`config.mk`:
```
export PLATFORM = sky130hd
export DESIGN_NAME = decode_queue
export DESIGN_NICKNAME = d
export VERILOG_FILES = /design/src/rtl/decode_queue.sv
export SDC_FILE = /design/constraint.sdc
export NUM_CORES = 1
export LEC_CHECK = 0
export BUFFER_PORTS_ARGS = -buffer_cell sky130_fd_sc_hd__buf_2
export CAP_MARGIN = 0
export CORE_MARGIN = 8
export CORE_UTILIZATION = 52
export DETAILED_ROUTE_END_ITERATION = 7
export PLACE_DENSITY = 0.87
export SLEW_MARGIN = 20
export SYNTH_ARGS = -nofsm -noshare
export SYNTH_HDL_FRONTEND = slang
export SYNTH_SLANG_ARGS = --single-unit
```
`constraint.sdc`:
```
create_clock -name i_clock -period 6.66 [get_ports i_clock]
set_clock_uncertainty 0.1 [all_clocks]
set_input_delay 0.666 -clock i_clock [delete_from_list [all_inputs] [get_ports i_clock]]
set_output_delay 0.666 -clock i_clock [all_outputs]
set_load 0.03 [all_outputs]
```
`src/rtl/decode_queue.sv`:
```
// In-order instruction queue between IFU and EXU; the head entry is decoded
// combinationally into register/CSR fields and an exception cause.
module decode_queue #(
    parameter int unsigned DEPTH  = 2,
    parameter bit          CSR_EN = 1'b1,
    parameter bit          BTB_EN = 1'b1
) (
    input  logic                     i_clock,
    input  logic                     i_reset,
    input  logic                     i_valid,
    output logic                     o_ready,
    input  logic [31:0]              i_inst,
    input  logic [31:0]              i_pc,
    input  logic [31:0]              i_imm,
    input  logic                     i_exception,
    input  logic [3:0]               i_mcause,
    input  logic                     i_predict,
    output logic                     o_valid,
    input  logic                     i_ready,
    input  logic                     i_stall,
    input  logic                     i_flush,
    output logic [6:0]               o_op,
    output logic [2:0]               o_func,
    output logic [4:0]               o_reg_rd,
    output logic [4:0]               o_reg_rs1,
    output logic [4:0]               o_reg_rs2,
    output logic                     o_reg_wen,
    output logic [31:0]              o_imm,
    output logic [31:0]              o_pc,
    output logic [11:0]              o_csr,
    output logic [1:0]               o_csr_t,
    output logic                     o_mret,
    output logic                     o_exception,
    output logic [3:0]               o_mcause,
    output logic                     o_predict,
    output logic [$clog2(DEPTH):0]   o_count
);

    localparam int unsigned PTR_W = $clog2(DEPTH);
    localparam int unsigned CNT_W = PTR_W + 1;

    localparam logic [31:0] INST_ECALL  = 32'h0000_0073;
    localparam logic [31:0] INST_EBREAK = 32'h0010_0073;
    localparam logic [31:0] INST_MRET   = 32'h3020_0073;

    logic [PTR_W-1:0] wr_ptr;
    logic [PTR_W-1:0] rd_ptr;
    logic [CNT_W-1:0] count;

    logic [31:0] inst_q   [DEPTH];
    logic [31:0] pc_q     [DEPTH];
    logic [31:0] imm_q    [DEPTH];
    logic        exc_q    [DEPTH];
    logic [3:0]  mcause_q [DEPTH];

    logic enq;
    logic deq;

    assign o_ready = (count != CNT_W'(DEPTH));
    assign o_valid = (count != '0);
    assign o_count = count;
    assign enq     = i_valid & o_ready & ~i_flush;
    assign deq     = o_valid & i_ready & ~i_stall & ~i_flush;

    // Pointer and occupancy bookkeeping; flush discards any same-cycle traffic.
    always_ff @(posedge i_clock) begin
        if (i_reset || i_flush) begin
            wr_ptr <= '0;
            rd_ptr <= '0;
            count  <= '0;
        end else begin
            if (enq) wr_ptr <= wr_ptr + PTR_W'(1);
            if (deq) rd_ptr <= rd_ptr + PTR_W'(1);
            if (enq && !deq)      count <= count + CNT_W'(1);
            else if (deq && !enq) count <= count - CNT_W'(1);
        end
    end

    // Payload storage is not reset; o_valid qualifies it.
    always_ff @(posedge i_clock) begin
        if (enq) begin
            inst_q[wr_ptr]   <= i_inst;
            pc_q[wr_ptr]     <= i_pc;
            imm_q[wr_ptr]    <= i_imm;
            exc_q[wr_ptr]    <= i_exception;
            mcause_q[wr_ptr] <= i_mcause;
        end
    end

    logic head_predict;

    if (BTB_EN) begin : g_btb
        logic pred_q [DEPTH];
        always_ff @(posedge i_clock) begin
            if (enq) pred_q[wr_ptr] <= i_predict;
        end
        assign head_predict = pred_q[rd_ptr];
    end else begin : g_no_btb
        assign head_predict = 1'b0;
    end

    logic [31:0] head_inst;
    logic        head_exc;
    logic [3:0]  head_mcause;

    assign head_inst   = inst_q[rd_ptr];
    assign head_exc    = exc_q[rd_ptr];
    assign head_mcause = mcause_q[rd_ptr];

    assign o_op      = head_inst[6:0];
    assign o_reg_rd  = head_inst[11:7];
    assign o_func    = head_inst[14:12];
    assign o_reg_rs1 = head_inst[19:15];
    assign o_reg_rs2 = head_inst[24:20];
    assign o_csr     = head_inst[31:20];
    assign o_imm     = imm_q[rd_ptr];
    assign o_pc      = pc_q[rd_ptr];
    assign o_predict = head_predict;

    logic legal;
    logic wen_class;
    logic is_system;

    // Opcode class decode on op[6:2].
    always_comb begin
        legal     = 1'b0;
        wen_class = 1'b0;
        is_system = 1'b0;
        case (head_inst[6:2])
            5'b00100, 5'b01100, 5'b00000, 5'b11011,
            5'b11001, 5'b00101, 5'b01101: begin
                legal     = 1'b1;
                wen_class = 1'b1;
            end
            5'b01000, 5'b11000, 5'b00011: legal = 1'b1;
            5'b11100: begin
                legal     = CSR_EN;
                is_system = CSR_EN;
            end
            default: ;
        endcase
    end

    logic is_ecall;
    logic is_ebreak;

    assign is_ecall  = is_system & (head_inst == INST_ECALL);
    assign is_ebreak = is_system & (head_inst == INST_EBREAK);
    assign o_mret    = (head_inst == INST_MRET);
    assign o_csr_t   = {o_mret, is_system & (o_func != 3'd0)};
    assign o_reg_wen = o_valid & wen_class & (o_reg_rd != 5'd0);

    logic exc_c;
    logic [3:0] mcause_c;

    // Cause priority: fetch fault > illegal > ebreak > ecall.
    always_comb begin
        exc_c    = 1'b1;
        mcause_c = head_mcause;
        if (!head_exc) begin
            if (!legal)         mcause_c = 4'd2;
            else if (is_ebreak) mcause_c = 4'd3;
            else if (is_ecall)  mcause_c = 4'd11;
            else begin
                exc_c    = 1'b0;
                mcause_c = 4'd0;
            end
        end
    end

    assign o_exception = o_valid & exc_c;
    assign o_mcause    = mcause_c;

endmodule

```
==> key figures, run 1 <==
Floorplan
  • Area of the core: between 15000 and 20000 sq um
  • Die footprint: ~20000 sq um
  • Num ports: approximately 220
  • Row count: 45
  • Chip height: approximately 140 um
  • Initial Util: 53.1%
  • Die width: 140 um

Setup path
  • Crit Path Class: reg2out
  • Most frequent CP cell: o22ai_1
  • Worst R2R Start: o_count[0]
  • Critical Path Sink: o_mcause[0]
  • Req. time, crit path: roughly 6 ns
  • Reg2Reg Capture Point: mcause_q[0][1]
  • Critical-path cell list: buf_4 > nor4b_2 > o22ai_1 > nor2_1 > nand4_2 > o22ai_1 > buf_2
  • Worst setup EP type: output port
  • Arr. time, crit path: 3.38 ns
  • Reg-to-reg setup timing slack: 3.90 ns
  • Critical-path top delay cell: dfxtp_4
  • Worst Reg2Reg Path Length in Cells: 5
  • Crit path largest cell delay: 0.93 ns
  • Crit path max fanout: between 60 and 70
  • Worst setup SP type: flop

Global routing
  • First-pass GRT wire length: 26000 um
  • Vias in the first global route: roughly 5100
  • Busiest layer in global routing: met2
  • Met1 Track Usage GR: ~18%
  • Met3 Resource Use GR: between 5 and 6%
  • Met2 Use GR: 29.5%
  • Total GRT Usage: approximately 17%
  • Initial antenna violation count: 4
  • Total congestion overflow: 0
  • Largest net degree at the start of global routing: slightly below 70

Route
  • Pre-Repair DR Iteration Count: 4
  • Final wirelength: about 17000 um
  • Drc violations: 0
  • Avg WL per Cell: 20.1 um
  • Routed Antenna Nets: 0
  • Vias: around 4500
  • DRT iter0 DRCs: 190
  • Vias/cell: roughly 5.3

Cells and area
  • Layout area overhead: 24.7%
  • Fin nets: about 750
  • Share of layout cells above drive strength 1: between 50% and 60%
  • Finished Layout Cells: about 850
  • Fillers: ~1000
  • Finished Core Util: approximately two thirds
  • Commonest non-fill, non-tap cell in the layout: buf_2
  • Most frequent cells in the layout: buf_2, edfxtp_1, mux2_2

Synthesis
  • Synth Area per Inst: 19.7 sq um
  • Fraction of registers with async set/reset: 0%
  • Cell variety after synth: between 40 and 50
  • YS warnings: 0
  • Synthesized cell area: approximately 8000 sq um
  • Post-synth EDFFs: 204
  • Sequential element share of the synthesized area: between 70% and 80%
  • Syn nets: 518
  • Syn Inst Count: about 400
  • Synth Register Bits: between 200 and 250
  • Synth Flop Type: edfxtp_1

STA
  • Max frequency: roughly 0.24 GHz
  • Setup TNS: 0 ns
  • Final setup viols: 0
  • Final WS setup: 2.51 ns
  • Fin. Hold Viols: 0
  • Minimum clock period: 4.15 ns
  • RSZ-0062 raised after global routing: false
  • Final period utilization: between 60% and 70%
  • Number of max-slew violations in the final report: 0
  • Worst slew margin: approximately two fifths
  • Slew @ Worst Pin: around 0.89 ns

Power and ir drop
  • Worst IR Drop VDD: between 0.2 and 0.25 mV
  • Logic pwr share: about 7.5%
  • P per Cell Area: about 290 nW/um^2
  • Clock power share: between 40% and 50%
  • Reg power frac: roughly 51%
  • Psw: around 0.00063 W
  • Static leakage: 3.71 nW
  • Sw Share: a little over a fifth
  • Tot Pwr: between 0.002 and 0.003 W
  • Internal power: ~0.0023 W

Placement
  • Placed Cells incl. Taps: approximately 800
  • RD Place Congestion: 0.780
  • DP HPWL: 11700 um
  • Placement Setup Slack: about 3.0 ns
  • PortBufs: between 200 and 250

CTS
  • CTS Buf Count: 22
  • CTS max path bufs: 3
  • Resized Gates After CTS: 0
  • Clock sinks: 209
  • Clk root buf: clkbuf_16
  • # H-tree levels: 1
  • CTS tree: done
  • Cts hold-fix bufs: 0
  • Clock transition at the registers of the reported paths: 0.06 ns
  • Clock Latency Late Sink: around 0.49 ns
  • Setup bufs post-CTS: 0

Min path
  • WHS Path Cells: 1
  • Worst hold path class: in2reg

Status
  • Status: completed

Run
  • Max Cap Violations: 0
synth_stat cells, drive strengths merged (2+ instances only):
| master | count | area [sq um] |
|---|---|---|
| and2 | 2 | 12.5 |
| nor3b | 4 | 30.0 |
| nand2 | 8 | 30.0 |
| xor2 | 2 | 17.5 |
| xnor2 | 3 | 26.3 |
| buf | 19 | 128 |
| mux2i | 6 | 76.3 |
| nor4b | 2 | 23.8 |
| nand2b | 5 | 31.3 |
| a21oi | 5 | 25.0 |
| o22ai | 5 | 31.3 |
| nor2 | 6 | 22.5 |
| mux2 | 94 | 1060 |
| nand3 | 3 | 15.0 |
| nor3 | 10 | 50.1 |
| inv | 5 | 18.8 |
| dfxtp | 5 | 100 |
| edfxtp | 204 | 6130 |
| nor4 | 7 | 65.1 |
flip-flops by register name (all words and copies together) (netlist names), named ones only:
signal        count
o_count           2
inst_q           64
exc_q             2
pc_q             64
g_btb.pred_q      2
wr_ptr            1
mcause_q          8
imm_q            64
rd_ptr            1
worst min path at each step:
stage                  start           to  slack [ns]
floorplan             rd_ptr         flop        0.42
global placement      rd_ptr         flop        0.43
detailed placement    rd_ptr         flop        0.43
CTS                 i_imm[2]  imm_q[1][2]        0.24
global route        i_imm[2]  imm_q[1][2]        0.24
finish               i_pc[6]   pc_q[0][6]        0.26
power by group through the flow:
stage / sequential [W] / combinational, W / clock, W
2_1_floorplan: 0.00153 / 0.000135 / 0
3_3_place_gp: 0.00153 / 0.000215 / 0
3_5_place_dp: 0.00153 / 0.000221 / 0
4_1_cts: 0.00150 / 0.000223 / 0.00124
5_1_grt: 0.00150 / 0.000234 / 0.00128
6_report: 0.00150 / 0.000221 / 0.00121
metal layers:
| layer | part of all wire (%) | vias up | routed length [um] |
|---|---|---|---|
| met1 | 37 | 2210 | 6270 |
| met3 | 9.1 | 38 | 1540 |
| met5 | 0.24 | - | 41 |
| li1 | - | 2075 | - |
| met2 | 52 | 183 | 8770 |
| met4 | 2.3 | 6 | 399 |
final cells by class:
| class | instances | area, sq um | share of cell area (%) |
|---|---|---|---|
| Timing Repair Buffer | 226 | 1140 | 11.4 |
| Antenna cell | 1 | 2.50 | 0.0250 |
| Sequential cell | 209 | 6230 | 62.2 |
| Multi-Input combinational cell | 176 | 1680 | 16.7 |
| Inverter | 5 | 18.8 | 0.187 |
| Clock inverter | 13 | 130 | 1.30 |
| Clock buffer | 27 | 591 | 5.89 |
| Tap cell | 188 | 235 | 2.35 |
cell families after synthesis:
logic type      after synthesis  synth area share [%]
buf+inv                      24                  1.82
simple gates                 54                  4.25
compound gates               16                  1.60
flops                       209                  77.5
fa+ha+maj                     1                 0.156
mux                         100                  14.2
xor+xnor                      5                 0.545
per-stage QoR:
step           hold WS, ns  area, sq um
2_1_floorplan        0.418         8040
3_3_place_gp         0.430         9300
3_5_place_dp         0.429         9300
4_1_cts              0.238        10000
5_1_grt              0.242        10000
6_report             0.260        10000
critical path, delay by kind of cell, from the launching register on:
family                 cells  cell delay [ns]
flip-flops                 1             0.93
buffers and inverters      2             0.87
AND/OR/NAND/NOR            3             0.68
AO/OA/AOI/OAI              2             0.37
(Power assumes the default switching activity.)
==> run 2, diff against run 1 <==
==> constraint.sdc (replaced) <==
create_clock -name i_clock -period 4.13 [get_ports i_clock]
set_clock_uncertainty 0.1 [all_clocks]
set_input_delay 0.413 -clock i_clock [delete_from_list [all_inputs] [get_ports i_clock]]
set_output_delay 0.413 -clock i_clock [all_outputs]
set_load 0.03 [all_outputs]
==> key figures, run 2 (synthesis gave the netlist of run 1 again) <==
Floorplan
  • Initial Util: 53.1% (unchanged)
  • Die footprint: 19700 sq um (unchanged)
  • Die width: 140 um (unchanged)
  • Row count: 45 (unchanged)
  • Num ports: 223 (unchanged)
  • Chip height: 140 um (unchanged)
  • Area of the core: 15100 sq um (unchanged)

STA
  • Final period utilization: between 80% and 90%
  • Fin. Hold Viols: 0 (unchanged)
  • Number of max-slew violations in the final report: 0 (unchanged)
  • Max frequency: ~0.28 GHz
  • Minimum clock period: about 3.6 ns
  • RSZ-0062 raised after global routing: false
  • Worst slew margin: 30.6% (-10 points)
  • Setup TNS: 0 ns (unchanged)
  • Final setup viols: 0 (unchanged)
  • Slew @ Worst Pin: 1.04 ns (+0.152 ns)

Placement
  • PortBufs: 222 (unchanged)
  • DP HPWL: 12300 um (+5.7%)
  • RD Place Congestion: 0.841 (+7.8%)
  • Placed Cells incl. Taps: 804 (unchanged)

Cells and area
  • Top Registers: imm_q: 64 flops, inst_q: 64 flops, pc_q: 64 flops
  • Commonest non-fill, non-tap cell in the layout: buf_2
  • Fin nets: 774 (+3.3%)
  • Most frequent cells in the layout: buf_2, edfxtp_1, mux2_2
  • Layout area overhead: 27.0%
  • Share of layout cells above drive strength 1: 53.5% (-1.7 points)
  • Finished Layout Cells: 868 (+2.7%)

Min path
  • Hold_sp: i_imm[1]
  • Sink of the worst hold path: imm_q[0][1]
  • WHS Path Cells: 1 (unchanged)
  • Worst hold path class: in2reg

Setup path
  • Reg-to-reg setup timing slack: 1.82 ns (-2.08 ns)
  • Crit Path Class: reg2out
  • Worst R2R Start: o_count[0]
  • Worst setup SP type: flop
  • Crit path max fanout: 80 (+18%)
  • Reg2Reg Capture Point: inst_q[1][2]
  • Worst Reg2Reg Path Length in Cells: 4 (-1)
  • Req. time, crit path: 3.62 ns (-2.27 ns)
  • Arr. time, crit path: 3.06 ns (-0.32 ns)
  • Worst setup EP type: output port

Global routing
  • Largest net degree at the start of global routing: 81 (+17%)
  • Vias in the first global route: 5118 (+1.0%)
  • First-pass GRT wire length: 27600 um (+6.4%)
  • Initial antenna violation count: 0 (-4)
  • Total GRT Usage: 17.7% (+1.2 points)
  • Total congestion overflow: 0 (unchanged)

Route
  • Avg WL per Cell: 20.9 um (+3.7%)
  • Vias: 4687 (+3.9%)
  • Vias/cell: 5.40 (+1.1%)
  • Pre-Repair DR Iteration Count: 4 (unchanged)
  • DRT iter0 DRCs: 302 (+59%)
  • Drc violations: 0 (unchanged)
  • Routed Antenna Nets: 0 (unchanged)
  • Final wirelength: 18100 um (+6.5%)

CTS
  • Clk root buf: clkbuf_16
  • Resized Gates After CTS: 0 (unchanged)
  • Setup bufs post-CTS: 0 (unchanged)
  • Cts hold-fix bufs: 22 (+22)
  • Clock transition at the registers of the reported paths: 0.06 ns (about the same)
  • Clock Latency Late Sink: 0.48 ns (about the same)
  • CTS max path bufs: 3 (unchanged)
  • # H-tree levels: 1 (unchanged)
  • CTS tree: done
  • CTS Buf Count: 23 (+4.5%)
  • Clock sinks: 209 (unchanged)

Power and ir drop
  • Internal power: 0.00355 W (+54%)
  • Static leakage: 3.78 nW (+2.0%)
  • P per Cell Area: 448 nW/um^2 (+53%)
  • Sw Share: 22.3% (+0.98 points)
  • Logic pwr share: 8.3% (+0.8 points)
  • Worst IR Drop VDD: 0.360 mV (+69%)
  • Clock power share: 38.8% (-2.5 points)
  • Psw: 0.00102 W (+63%)
  • Reg power frac: 52.9% (+1.7 points)

Status
  • Status: completed

Run
  • Max Cap Violations: 0 (unchanged)
run 2: critical path: stages (launching register included):
cell and delay, ns:
dfxtp_4 1.02, mux2i_1 0.41, inv_2 0.12, nor4_4 0.32, nand2b_1 0.10, nor3_1 0.33, buf_2 0.27
run 2: cell type report:
cell class | count | area [sq um]
multi-input cells | 176 | 1680
well taps | 188 | 235
flip-flops and latches | 209 | 6230
diodes | 1 | 2.50
inverters | 5 | 18.8
clock buffers | 27 | 591
clock inverters | 12 | 60.1
fillers | 984 | 4940
repair buffers | 250 | 1390
run 2: worst max-delay path by stage:
stage               depth (start not counted)           to  slack, ns
floorplan                                   3     exc_q[0]       0.82
global placement                            6  o_mcause[0]       1.11
detailed placement                          6   o_csr_t[1]       1.03
CTS                                         6   o_csr_t[1]       0.51
global route                                6  o_mcause[0]       0.31
finish                                      6   o_csr_t[1]       0.56
run 2: power by group through the flow:
stage          logic, W  clock network [W]  registers, W
3_5_place_dp   0.000360                  0       0.00247
3_3_place_gp   0.000349                  0       0.00246
6_report       0.000378            0.00177       0.00242
4_1_cts        0.000378            0.00181       0.00242
5_1_grt        0.000400            0.00189       0.00243
2_1_floorplan  0.000218                  0       0.00246
run 2: through the flow:
stage | util (%) | worst slack, ns | power [W] | hold WS, ns | area, sq um
final | 67.4 | 0.557 | 0.00458 | 0.0181 | 10200
after global routing | 67.4 | 0.308 | 0.00472 | 0.000610 | 10200
after detailed placement | 61.5 | 1.03 | 0.00283 | 0.444 | 9310
after floorplan | - | 0.825 | 0.00268 | 0.390 | 8050
after global placement | 61.5 | 1.11 | 0.00281 | 0.433 | 9310
after CTS | 67.2 | 0.511 | 0.00461 | 0.000266 | 10200
run 2: layer usage:
| layer | GRT usage, % | vias to the layer above | wire, um |
|---|---|---|---|
| li1 | - | 2119 | - |
| met1 | 20.5 | 2307 | 6840 |
| met2 | 31.0 | 230 | 9300 |
| met3 | 5.61 | 31 | 1680 |
| met4 | 4.91 | 0 | 316 |
| met5 | 0 | - | 0 |
==> run 3, diff against run 2 <==
--- a/config.mk
+++ b/config.mk
@@ -7,10 +7,13 @@
 export LEC_CHECK = 0
 export BUFFER_PORTS_ARGS = -buffer_cell sky130_fd_sc_hd__buf_2
 export CAP_MARGIN = 0
+export CELL_PAD_IN_SITES_DETAIL_PLACEMENT = 1
+export CELL_PAD_IN_SITES_GLOBAL_PLACEMENT = 2
 export CORE_MARGIN = 8
-export CORE_UTILIZATION = 52
+export CORE_UTILIZATION = 40
 export DETAILED_ROUTE_END_ITERATION = 7
-export PLACE_DENSITY = 0.87
+export GPL_ROUTABILITY_DRIVEN = 1
+export PLACE_DENSITY = 0.92
 export SLEW_MARGIN = 20
 export SYNTH_ARGS = -nofsm -noshare
 export SYNTH_HDL_FRONTEND = slang
==> constraint.sdc (replaced) <==
create_clock -name i_clock -period 4.2 [get_ports i_clock]
set_clock_uncertainty 0.1 [all_clocks]
set_input_delay 0.42 -clock i_clock [delete_from_list [all_inputs] [get_ports i_clock]]
set_output_delay 0.42 -clock i_clock [all_outputs]
set_load 0.03 [all_outputs]
==> key figures, run 3 (synthesis gave the netlist of run 1 again) <==
STA
  • Worst slew margin: 46.0% (+15 points)
  • Minimum clock period: about 3.4 ns
  • Hold WS: 0.0220 ns (+0.00395 ns)
  • Max frequency: between 0.2 and 0.3 GHz
  • RSZ-0062 raised after global routing: false
  • Setup TNS: 0 ns (unchanged)
  • Final WS setup: 0.823 ns (+0.266 ns)
  • Slew @ Worst Pin: 0.811 ns (-0.231 ns)
  • Final period utilization: roughly four fifths
  • Fin. Hold Viols: 0 (unchanged)
  • Final setup viols: 0 (unchanged)
  • Number of max-slew violations in the final report: 0 (unchanged)

Global routing
  • Vias in the first global route: 5626 (+9.9%)
  • Initial antenna violation count: 0 (unchanged)
  • Total congestion overflow: 0 (unchanged)
  • First-pass GRT wire length: 31600 um (+14%)
  • Largest net degree at the start of global routing: 103 (+27%)
  • Total GRT Usage: 16.6% (-1.1 points)

Setup path
  • Critical-path cell list: buf_4 > nand3_1 > a21oi_1 > nand4_2 > o22ai_1 > buf_2
  • Critical path buffer and inverter count: 2 (unchanged)
  • Family with the most delay on the worst path: buffers and inverters
  • Critical-path top delay cell: dfxtp_4
  • Crit path largest cell delay: 0.70 ns (-0.32 ns)
  • Crit path max fanout: 44 (-45%)
  • Crit Path Class: reg2out
  • Worst setup EP type: output port
  • Req. time, crit path: 3.68 ns (+0.06 ns)
  • Arr. time, crit path: 2.86 ns (-0.20 ns)
  • Worst setup SP type: flop

CTS
  • CTS max path bufs: 3 (unchanged)
  • Clk root buf: clkbuf_16
  • Setup bufs post-CTS: 0 (unchanged)
  • Cts hold-fix bufs: 89 (+300%)
  • Clock sinks: 209 (unchanged)
  • Clock transition at the registers of the reported paths: 0.06 ns (about the same)
  • CTS tree: done
  • Clock Latency Late Sink: 0.50 ns (+0.02 ns)
  • CTS Buf Count: 23 (unchanged)
  • Resized Gates After CTS: 0 (unchanged)
  • # H-tree levels: 1 (unchanged)

Route
  • Routed Antenna Nets: 0 (unchanged)
  • DRT iter0 DRCs: 145 (-52%)
  • Vias/cell: 4.76 (-12%)
  • Top sig layer: met4
  • Met1 WL: 7480 um (+9.4%)
  • Vias: 4835 (+3.2%)
  • Final wirelength: 21000 um (+16%)
  • Avg WL per Cell: 20.7 um (-0.98%)
  • Pre-Repair DR Iteration Count: 4 (unchanged)
  • Met3 wire len: 1530 um (-8.9%)
  • Met2 wire len: 11700 um (+25%)
  • Drc violations: 0 (unchanged)

Cells and area
  • Area of the multi-input gates: 1680 sq um (unchanged)
  • Register area: 6230 sq um (unchanged)
  • Fillers: 1917 (+95%)
  • Top Registers: imm_q: 64 flops, inst_q: 64 flops, pc_q: 64 flops
  • Commonest non-fill, non-tap cell in the layout: buf_2
  • Most frequent cells in the layout: buf_2, edfxtp_1, mux2_2
  • Finished Layout Cells: 1016 (+17%)
  • Fin nets: 840 (+8.5%)
  • Share of layout cells above drive strength 1: 48.7% (-4.8 points)
  • Antenna Cells: 0 (-1)
  • Layout area overhead: 36.7%
  • Finished Core Util: 55.0% (-12 points)

Placement
  • PortBufs: 222 (unchanged)
  • DP HPWL: 13200 um (+7.3%)
  • RD Place Congestion: 0.782 (-7.0%)
  • Placement Setup Slack: 1.28 ns (+0.248 ns)
  • Placed Cells incl. Taps: 886 (+10%)

Floorplan
  • Area of the core: 20000 sq um (+32%)
  • Num ports: 223 (unchanged)
  • Row count: 52 (+16%)
  • Chip height: 158 um (+12%)
  • Die width: 158 um (+12%)
  • Initial Util: 40.2% (-13 points)
  • Die footprint: 24900 sq um (+26%)

Min path
  • Worst hold path class: in2reg

Power and ir drop
  • Worst IR Drop VDD: 0.404 mV (+12%)
  • P per Cell Area: 418 nW/um^2 (-6.7%)
  • Static leakage: 4.06 nW (+7.3%)

Run
  • Max Cap Violations: 0 (unchanged)

Status
  • Status: completed
==> run 3: cell types whose count changed in the layout (fill, tap and decap cells not counted), sizes merged <==
cell and delta:
clkinv -2, clkbuf +1, dlygate4sd3 +66, clkinvlp +1, diode -1, inv +1
==> run 3: through the flow <==
| stage | total power, W | area (sq um) |
|---|---|---|
| after global routing | 0.00475 | 11000 |
| final | 0.00459 | 11000 |
| after floorplan | 0.00263 | 8050 |
| after CTS | 0.00464 | 11000 |
| after global placement | 0.00276 | 9430 |
| after detailed placement | 0.00278 | 9430 |
==> run 3: per-layer routing <==
layer	GRT usage, %	vias up
met3	4.70	29
met2	32.4	167
met5	0	-
met1	16.8	2378
li1	-	2261
met4	4.08	0
==> run 3: layout make-up <==
class	instances	share of cell area (%)
clock buffer	28	5.41
clock inverter	12	0.603
inverter	5	0.171
multi-input combinational	176	15.2
sequential	209	56.7
tap	270	3.07
timing repair buffer	316	18.8
==> run 3: report_power, final <==
group	internal (W)	leakage, nW	switching (W)
Sequential	0.00236	1.91	0.0000229
Clock	0.00101	0.320	0.000778
Combinational	0.000178	1.83	0.000251
==> run 3: worst paths after layout <==
kind	start	to	slack (ns)	cells after the start
worst min register to register	rd_ptr	flop	0.47	2
worst max-delay path	flop	o_mcause[0]	0.82	6
worst max register to register	o_count[0]	imm_q[1][5]	1.77	4
worst min-delay path	i_pc[29]	pc_q[0][29]	0.02	1
